$ cat src/rtl/sn257_arb_pkg.sv
// Shared types and constants for the SN74XX257 mux arbiter.
// The macro SN257_ARB_TIMEOUT_EN (see sn257_arbiter.sv) adds hold-time preemption.
package sn257_arb_pkg;

  typedef enum logic [1:0] {
    IDLE    = 2'd0,
    TURN    = 2'd1,
    DRIVE_A = 2'd2,
    DRIVE_B = 2'd3
  } arb_state_t;

  localparam logic SEL_A  = 1'b0;
  localparam logic SEL_B  = 1'b1;
  localparam logic OE_ON  = 1'b0;
  localparam logic OE_OFF = 1'b1;

  localparam int DEAD_W = 4;
  localparam int HOLD_W = 8;

  // Side to serve when leaving IDLE: a lone requester wins, a tie goes
  // to the side that did not own the mux last.
  function automatic logic pick_target(input logic req_a, input logic req_b,
                                       input logic last);
    logic t;
    if (req_a && req_b) begin
      t = (last == SEL_A) ? SEL_B : SEL_A;
    end else if (req_b) begin
      t = SEL_B;
    end else begin
      t = SEL_A;
    end
    return t;
  endfunction

endpackage

$ cat src/rtl/sn257_arb_cnt.sv
// Loadable up-counter that saturates at all-ones; tc is high once the
// count has reached term (and stays high while saturated past it).
module sn257_arb_cnt #(
  parameter int W = 4
) (
  input  logic         clk,
  input  logic         rst_n,
  input  logic         clr,
  input  logic         en,
  input  logic [W-1:0] term,
  output logic         tc
);

  logic [W-1:0] count;

  always_ff @(posedge clk or negedge rst_n) begin
    if (!rst_n) begin
      count <= '0;
    end else if (clr) begin
      count <= '0;
    end else if (en && (count != {W{1'b1}})) begin
      count <= count + W'(1);
    end
  end

  assign tc = (count >= term);

endmodule

$ cat src/rtl/sn257_arbiter.sv
// Break-before-make arbiter driving the sel/oe_n pins of one SN74XX257.
// Build with SN257_ARB_TIMEOUT_EN to preempt an owner after MAX_HOLD cycles.
//
// Handshake: a requester holds req_x high for as long as it wants the mux;
// gnt_x high means its input is selected and the mux output is enabled. The
// grant may arrive any number of cycles later and is withdrawn one edge after
// req_x is seen low (or on preemption); requesters must not assume data is
// driven until gnt_x is sampled high.
module sn257_arbiter
  import sn257_arb_pkg::*;
#(
  parameter int DEAD_CYCLES = 1,
  parameter int MAX_HOLD    = 8
) (
  input  logic       clk,
  input  logic       rst_n,
  input  logic       req_a,
  input  logic       req_b,
  output logic       gnt_a,
  output logic       gnt_b,
  output logic       sel,
  output logic       oe_n,
  output arb_state_t dbg_state
);

  if ((DEAD_CYCLES < 1) || (DEAD_CYCLES > 15)) begin : g_bad_dead
    $error("sn257_arbiter: DEAD_CYCLES must be 1..15");
  end
  if ((MAX_HOLD < 1) || (MAX_HOLD > 255)) begin : g_bad_hold
    $error("sn257_arbiter: MAX_HOLD must be 1..255");
  end

  localparam logic [DEAD_W-1:0] DEAD_TERM = DEAD_W'(DEAD_CYCLES - 1);

  arb_state_t state, state_nx;
  logic       sel_nx, oe_n_nx, gnt_a_nx, gnt_b_nx;
  logic       last, last_nx;
  logic       dead_clr, dead_tc;
  logic       preempt_a, preempt_b;
  logic       driving;

  assign driving = (state == DRIVE_A) || (state == DRIVE_B);

  // Dead time: cleared whenever TURN is entered, counts only inside TURN.
  sn257_arb_cnt #(.W(DEAD_W)) u_dead (
    .clk   (clk),
    .rst_n (rst_n),
    .clr   (dead_clr),
    .en    (state == TURN),
    .term  (DEAD_TERM),
    .tc    (dead_tc)
  );

`ifdef SN257_ARB_TIMEOUT_EN
  localparam logic [HOLD_W-1:0] HOLD_TERM = HOLD_W'(MAX_HOLD - 1);
  logic hold_tc;

  // Cleared on the TURN->DRIVE edge; tc marks the MAX_HOLD-th granted cycle.
  sn257_arb_cnt #(.W(HOLD_W)) u_hold (
    .clk   (clk),
    .rst_n (rst_n),
    .clr   ((state == TURN) && dead_tc),
    .en    (driving),
    .term  (HOLD_TERM),
    .tc    (hold_tc)
  );

  assign preempt_a = hold_tc && req_b;
  assign preempt_b = hold_tc && req_a;
`else
  assign preempt_a = 1'b0;
  assign preempt_b = 1'b0;
`endif

  always_ff @(posedge clk or negedge rst_n) begin
    if (!rst_n) begin
      state <= IDLE;
      sel   <= SEL_A;
      oe_n  <= OE_OFF;
      gnt_a <= 1'b0;
      gnt_b <= 1'b0;
      last  <= SEL_B;
    end else begin
      state <= state_nx;
      sel   <= sel_nx;
      oe_n  <= oe_n_nx;
      gnt_a <= gnt_a_nx;
      gnt_b <= gnt_b_nx;
      last  <= last_nx;
    end
  end

  always_comb begin
    state_nx = state;
    sel_nx   = sel;
    oe_n_nx  = oe_n;
    gnt_a_nx = gnt_a;
    gnt_b_nx = gnt_b;
    last_nx  = last;
    dead_clr = 1'b0;

    unique case (state)
      IDLE: begin
        if (req_a || req_b) begin
          state_nx = TURN;
          sel_nx   = pick_target(req_a, req_b, last);
          dead_clr = 1'b1;
        end
      end

      // sel already points at the target; requests are deliberately ignored
      // here so the dead time always completes before anything is driven.
      TURN: begin
        if (dead_tc) begin
          state_nx = (sel == SEL_B) ? DRIVE_B : DRIVE_A;
          oe_n_nx  = OE_ON;
          gnt_a_nx = (sel == SEL_A);
          gnt_b_nx = (sel == SEL_B);
          last_nx  = sel;
        end
      end

      DRIVE_A: begin
        if (!req_a || preempt_a) begin
          oe_n_nx  = OE_OFF;
          gnt_a_nx = 1'b0;
          if (req_b) begin
            state_nx = TURN;
            sel_nx   = SEL_B;
            dead_clr = 1'b1;
          end else begin
            state_nx = IDLE;
          end
        end
      end

      DRIVE_B: begin
        if (!req_b || preempt_b) begin
          oe_n_nx  = OE_OFF;
          gnt_b_nx = 1'b0;
          if (req_a) begin
            state_nx = TURN;
            sel_nx   = SEL_A;
            dead_clr = 1'b1;
          end else begin
            state_nx = IDLE;
          end
        end
      end

      default: begin
        state_nx = IDLE;
      end
    endcase
  end

  assign dbg_state = state;

endmodule
$ cat config.mk
export PLATFORM = sky130hd
export DESIGN_NAME = sn257_arbiter
export DESIGN_NICKNAME = d
export VERILOG_FILES = /design/src/rtl/sn257_arb_pkg.sv /design/src/rtl/sn257_arb_cnt.sv /design/src/rtl/sn257_arbiter.sv
export SDC_FILE = /design/constraint.sdc
export NUM_CORES = 1
export LEC_CHECK = 0
export ABC_AREA = 0
export BUFFER_PORTS_ARGS = -buffer_cell sky130_fd_sc_hd__buf_2
export CORE_AREA = 2 2 39 41
export CTS_CLUSTER_SIZE = 25
export DETAILED_ROUTE_END_ITERATION = 10
export DIE_AREA = 0 0 41 43
export PLACE_DENSITY = 0.44
export SYNTH_ARGS = -nofsm -noshare
export SYNTH_HDL_FRONTEND = slang
export SYNTH_SLANG_ARGS = --single-unit
export TNS_END_PERCENT = 20
$ cat constraint.sdc
create_clock -name clk -period 1.02 [get_ports clk]
set_input_delay 0.204 -clock clk [delete_from_list [all_inputs] [get_ports clk]]
set_output_delay 0.204 -clock clk [all_outputs]
set_load 0.02 [all_outputs]
======== Yosys cells after proc, flatten, opt, wreduce, memory -nomap -nowiden ========
Cells that the tools add are included.
word-level totals
  bits in registers ....................... 11
  bits in latches ......................... 0
  RAM bits ................................ 0
  ROM bits ................................ 0
  input bits .............................. 4
  output and inout port bits .............. 6
  logic and storage cells ................. 69
  memories kept ........................... 0
cells by class
  add/subtract/negate cells ............... 1
  $mul .................................... 0
  divide/modulo/power cells ............... 0
  order comparisons ....................... 1
  eq/ne operators ......................... 10
  shift operators ......................... 0
  multiplexer cells ....................... 34
  bitwise operators ....................... 1
  reductions and logical operators ........ 15
operators with widths
  cell                   count
  $mux W1                22
  $ne A2 B2 Y1 const B   6
  $pmux W1 S3            3
  $mux W2                4
  $mux W4                2
  $pmux W2 S4            1
  $reduce_and A4 Y1      2
  $reduce_and A3 Y1      2
  $reduce_and A6 Y1      1
  $reduce_bool A2 Y1     3
  $reduce_bool A3 Y1     2
  $add A4 B1 Y4 const B  1
  $eq A2 B2 Y1 const B   2
  $ge A4 B1 Y1 const B   1
  $ne A4 B4 Y1 const B   1
  $pmux W1 S2            2
  $eq A2 B1 Y1 const B   1
  $logic_and A1 B1 Y1    2
  $logic_not A2 Y1       1
  $reduce_and A2 Y1      1
  $logic_or A1 B1 Y1     1
  $not A1 Y1             1

======== Logic depth before layout (Yosys ltp) ========
  depth after elaboration ................. 4
  depth in mapped cells ................... 4
  gate-level depth less buffers ........... 3

======== Cells and area by module ========
From an unflattened synthesis, not the netlist that was laid out.
second synthesis, totals
  cells, all modules ...................... 73
  area, all modules ....................... 721.9 µm²
by module, submodules not included
  module         instances  cells an instance  area each (µm²)  sequential area each (µm²)
  sn257_arbiter  1          40                 405.4            177.7
  sn257_arb_cnt  1          33                 316.6            100.1

======== Worst setup path before layout ========
Ideal clock, no wire load.
  path kind ............................... register to register
  from .................................... register state[0] (netlist: dbg_state[0])
  to ...................................... register sel
  library setup time ...................... 122 ps
  arrival time ............................ 1010 ps
  required time ........................... 898 ps
  slack ................................... -112 ps
  cell stages (with the launch flop) ...... 5
  buffers on the path ..................... 1
  clock period less this slack ............ 1132 ps
  cells stage by stage .................... dfrtp_1 buf_6 and2b_4 o211ai_2 a32o_1
between the ends
  word-level cells in the longest chain between the ends .. 3
  elaborated cells between the ends (all ways) .. 11
  those cells by class .................... eq/ne (7); mux (1); reduce/logical (3)
RTL lines
  element                                                                     line                  text
  start: declaration                                                          sn257_arbiter.sv:35   arb_state_t state, state_nx;
  start signal: assignment                                                    sn257_arbiter.sv:84   state <= state_nx;
  $eq A2 B2 Y1 / $logic_not A2 Y1 (equally long branches)                     sn257_arbiter.sv:102  unique case (state)
  $ne A2 B2 Y1 (no source line) / $reduce_bool A3 Y1 (equally long branches)  --
  $reduce_and A6 Y1 (no source line)                                          --
  end signal: assignment                                                      sn257_arbiter.sv:85   sel <= sel_nx;
  end: declaration                                                            sn257_arbiter.sv:21   output logic sel,
Several ways; a longest one is shown, not always the timed one.
A chain may end at the register's enable or synchronous reset.

======== Worst setup path after layout ========
  from .................................... register oe_n
  to ...................................... output port oe_n
RTL lines
  element                   line                 text
  start: declaration        sn257_arbiter.sv:22  output logic oe_n,
  start signal: assignment  sn257_arbiter.sv:86  oe_n <= oe_n_nx;
No word-level cell between the ends.

==> reports/metrics.yaml <==
critical_path:
  max_stage_delay_ns: 0.53
  crit_buf_inv: 1
  cp.required_ns: 0.82
  path_delay_family: "flip-flops"
  crit_type: "reg -> out"
  crit_path_end_kind: "output port"
  crit_path_max_fanout: 2
  startpoint_type: "register"
  path_cells: "buf_6"
  worstPathArrival_ns: 0.88
  slowest_stage: "dfstp_2"
drt:
  routed_via_density: 4.48
  routed_wl_um: 823
  drtAntennaViolNets: 0
  wire_per_inst_um: 11.6
  first_pass_iters: 2
  route.detailed.drc: 0
  vias: 318
  drt_iter0_drc: 1
synthesis:
  ys_types: 19
  yosysWarningCount: 0
  netlist_area_um2: 358
  synth_area_per_cell_um2: 10.2
  syn_nets: 39
  yosysTopAreaCellShare_pct: 35.0
  synthCells: 35
  ys_seq_area_share_pct: 49.7
  synth-seq-cells: 7
  synth_top_area_cell: "dfrtp_1"
  ys_top_cells_by_area: "dfrtp_1 35%, dfstp_2 15%, a21oi_1 7.0%, o21ai_0 5.6%, a221oi_2 4.2%"
die:
  ios: 10
  row_count: 14
  start_util_pct: 25.9
  fp.dieH_um: 43
  core_um2: 1380
  fp.dieArea_um2: 1760
  die_x_um: 41
timing:
  setup_slack_ns: -0.0651
  fin_crit_sh_pct: 106
  setup_viol_count_final: 5
  slew_headroom_pct: 85.4
  fmax_mhz: 922
  worst_pin_slew_ns: 0.219
  hold_viol: 0
  rsz0062_at_grt: "true"
  slew_viol_final: 0
  fin_hold_ws_ns: 0.319
  skew_ns: 0.00914
  min_period_ns: 1.09
layout:
  final_area_um2: 548
  drive_above_1_share_pct: 60.0
  area_growth_pct: 53.1
  finalNetCount: 60
  final.fill_count: 151
  diodes: 0
clock_network:
  cts_max_level: 1
  path_clk_slew_ns: 0.06
  clockBufferDepth: 2
  cts_root_buffer: "clkbuf_4"
  clock-sinks: 7
  cts_buffers: 3
  tritoncts: "done"
  clock_insertion_delay_worst_skew_ns: 0.25
grt:
  antenna_found_initial: 0
  grt_remaining_overflow: 0
  use_met2_pct: 16.9
  grt_pass1_vias: 317
  grt_use_total_pct: 10.8
  use_met1_pct: 12.5
  top_usage_layer: "met2"
  grt_max_degree: 9
  grt_pass1_wl_um: 1260
  met3_usage_pct: 4.71
placement:
  place.gp.congestion: 0.712
  postPlaceCellArea_um2: 452
  preCtsSetupSlack_ns: -0.00268
  io_buffer_count: 9
  dp_hpwl_um: 610
outcome:
  violations: "setup timing"
  status: "finished with violations"
pwr:
  p_per_area_nw_per_um2: 3560
  finalPower_mw: 1.95
  max-vdd-ir-drop_v: 0.00105
  p_leak_nw: 0.257
worst_hold_path:
  hp-class: "in -> async"
job:
  cap_violations: 0
-- cells by family after synthesis --
| group | after synthesis | share of synthesized area [%] |
|---|---|---|
| muxes | 1 | 2.80 |
| buffers and inverters | 6 | 9.44 |
| DFF | 7 | 49.7 |
| AOI/OAI and AO/OA | 14 | 26.9 |
| and+or+nand+nor | 7 | 11.2 |
-- cell usage after synthesis --
cell,number
clkbuf_4,1
a21oi_1,5
and2b_4,1
inv_2,1
dfrtp_1,5
dfstp_2,2
a221oi_2,1
a32o_1,1
nor2b_2,1
o21ai_0,4
inv_1,3
nor2_1,1
mux2i_1,1
nand2_1,3
o211ai_2,1
nand2b_1,1
o32ai_1,1
o21ai_1,1
buf_6,1
-- through the flow --
| step | cells | util (%) | TNS [ns] |
|---|---|---|---|
| finish | 71 | 39.6 | -0.226 |
| global route | 71 | 39.6 | -0.534 |
| CTS | 71 | 39.1 | -0.277 |
| detailed placement | 63 | 32.6 | -0.00268 |
| global placement | 63 | 32.6 | 0 |
| floorplan | 35 | - | -0.115 |
-- metal layers --
layer  wire length [um]  part of all wire, %
met1                331                   40
met2                452                   55
met3                 39                  4.7
met4                  0                    0
met5                  0                    0
-- cell type report --
class                           instances  area, um^2  area share [%]
Clock buffer                            4        26.3            4.79
Tap cell                               16        20.0            3.65
Timing Repair Buffer                   18         144            26.3
Sequential cell                         7         181            33.1
Inverter                                4        15.0            2.74
Multi-Input combinational cell         22         161            29.5
-- cells in the final DEF (no fill, tap or decap) --
cell type,netlist,layout
and2b_4,1,1
buf_2,0,5
a21oi_2,0,2
o21ai_0,4,1
a32o_1,1,1
o211ai_2,1,1
dfrtp_2,0,3
nand2b_4,0,1
dfstp_2,2,2
inv_1,3,3
buf_6,1,5
o32ai_1,1,1
buf_4,0,7
dlygate4sd3_1,0,1
clkbuf_1,0,1
dfrtp_1,5,2
nand2_1,3,3
clkbuf_4,1,3
o21ai_1,1,4
nor2b_2,1,1
a21oi_1,5,3
inv_2,1,1
nor2_1,1,1
a221oi_2,1,1
mux2i_1,1,1
-- what timing repair did --
item | 4_1_cts | 5_1_grt
pin swaps | 0 | 1
gates resized for setup | 12 | 3
hold buffers | 1 | 0
setup buffers | 3 | 0
hold endpoints to repair | 6 | 0
setup endpoints to repair | 5 | 12
-- worst paths after layout --
path	from	endpoint	slack, ns	cells past startpoint
worst max-delay path	oe_n$_DFFE_PN1P_	oe_n	-0.07	1
worst min register to register	last$_DFFE_PN1N_	last$_DFFE_PN1N_	0.46	2
min in group clk	req_a	sel$_DFFE_PN0P_	0.35	3
worst max register to register	dbg_state[1]$_DFFE_PN0P_	sel$_DFFE_PN0P_	-0.04	4
max in group asynchronous	rst_n	oe_n$_DFFE_PN1P_	0.46	2
worst min-delay path	rst_n	dbg_state[0]$_DFFE_PN0P_	0.32	2
-- where the power goes --
group          leakage (nW)  internal [mW]  switching (mW)
Clock                0.0150          0.149          0.0969
Sequential           0.0779          0.456           0.146
Combinational         0.164          0.586           0.520
Total                 0.257           1.19           0.762
-- flip-flops by register name (all words and copies together) (netlist names) --
name,cells
oe_n,1
gnt_a,1
sel,1
dbg_state,2
gnt_b,1
last,1
No activity file was read; power rests on OpenSTA's default activity.
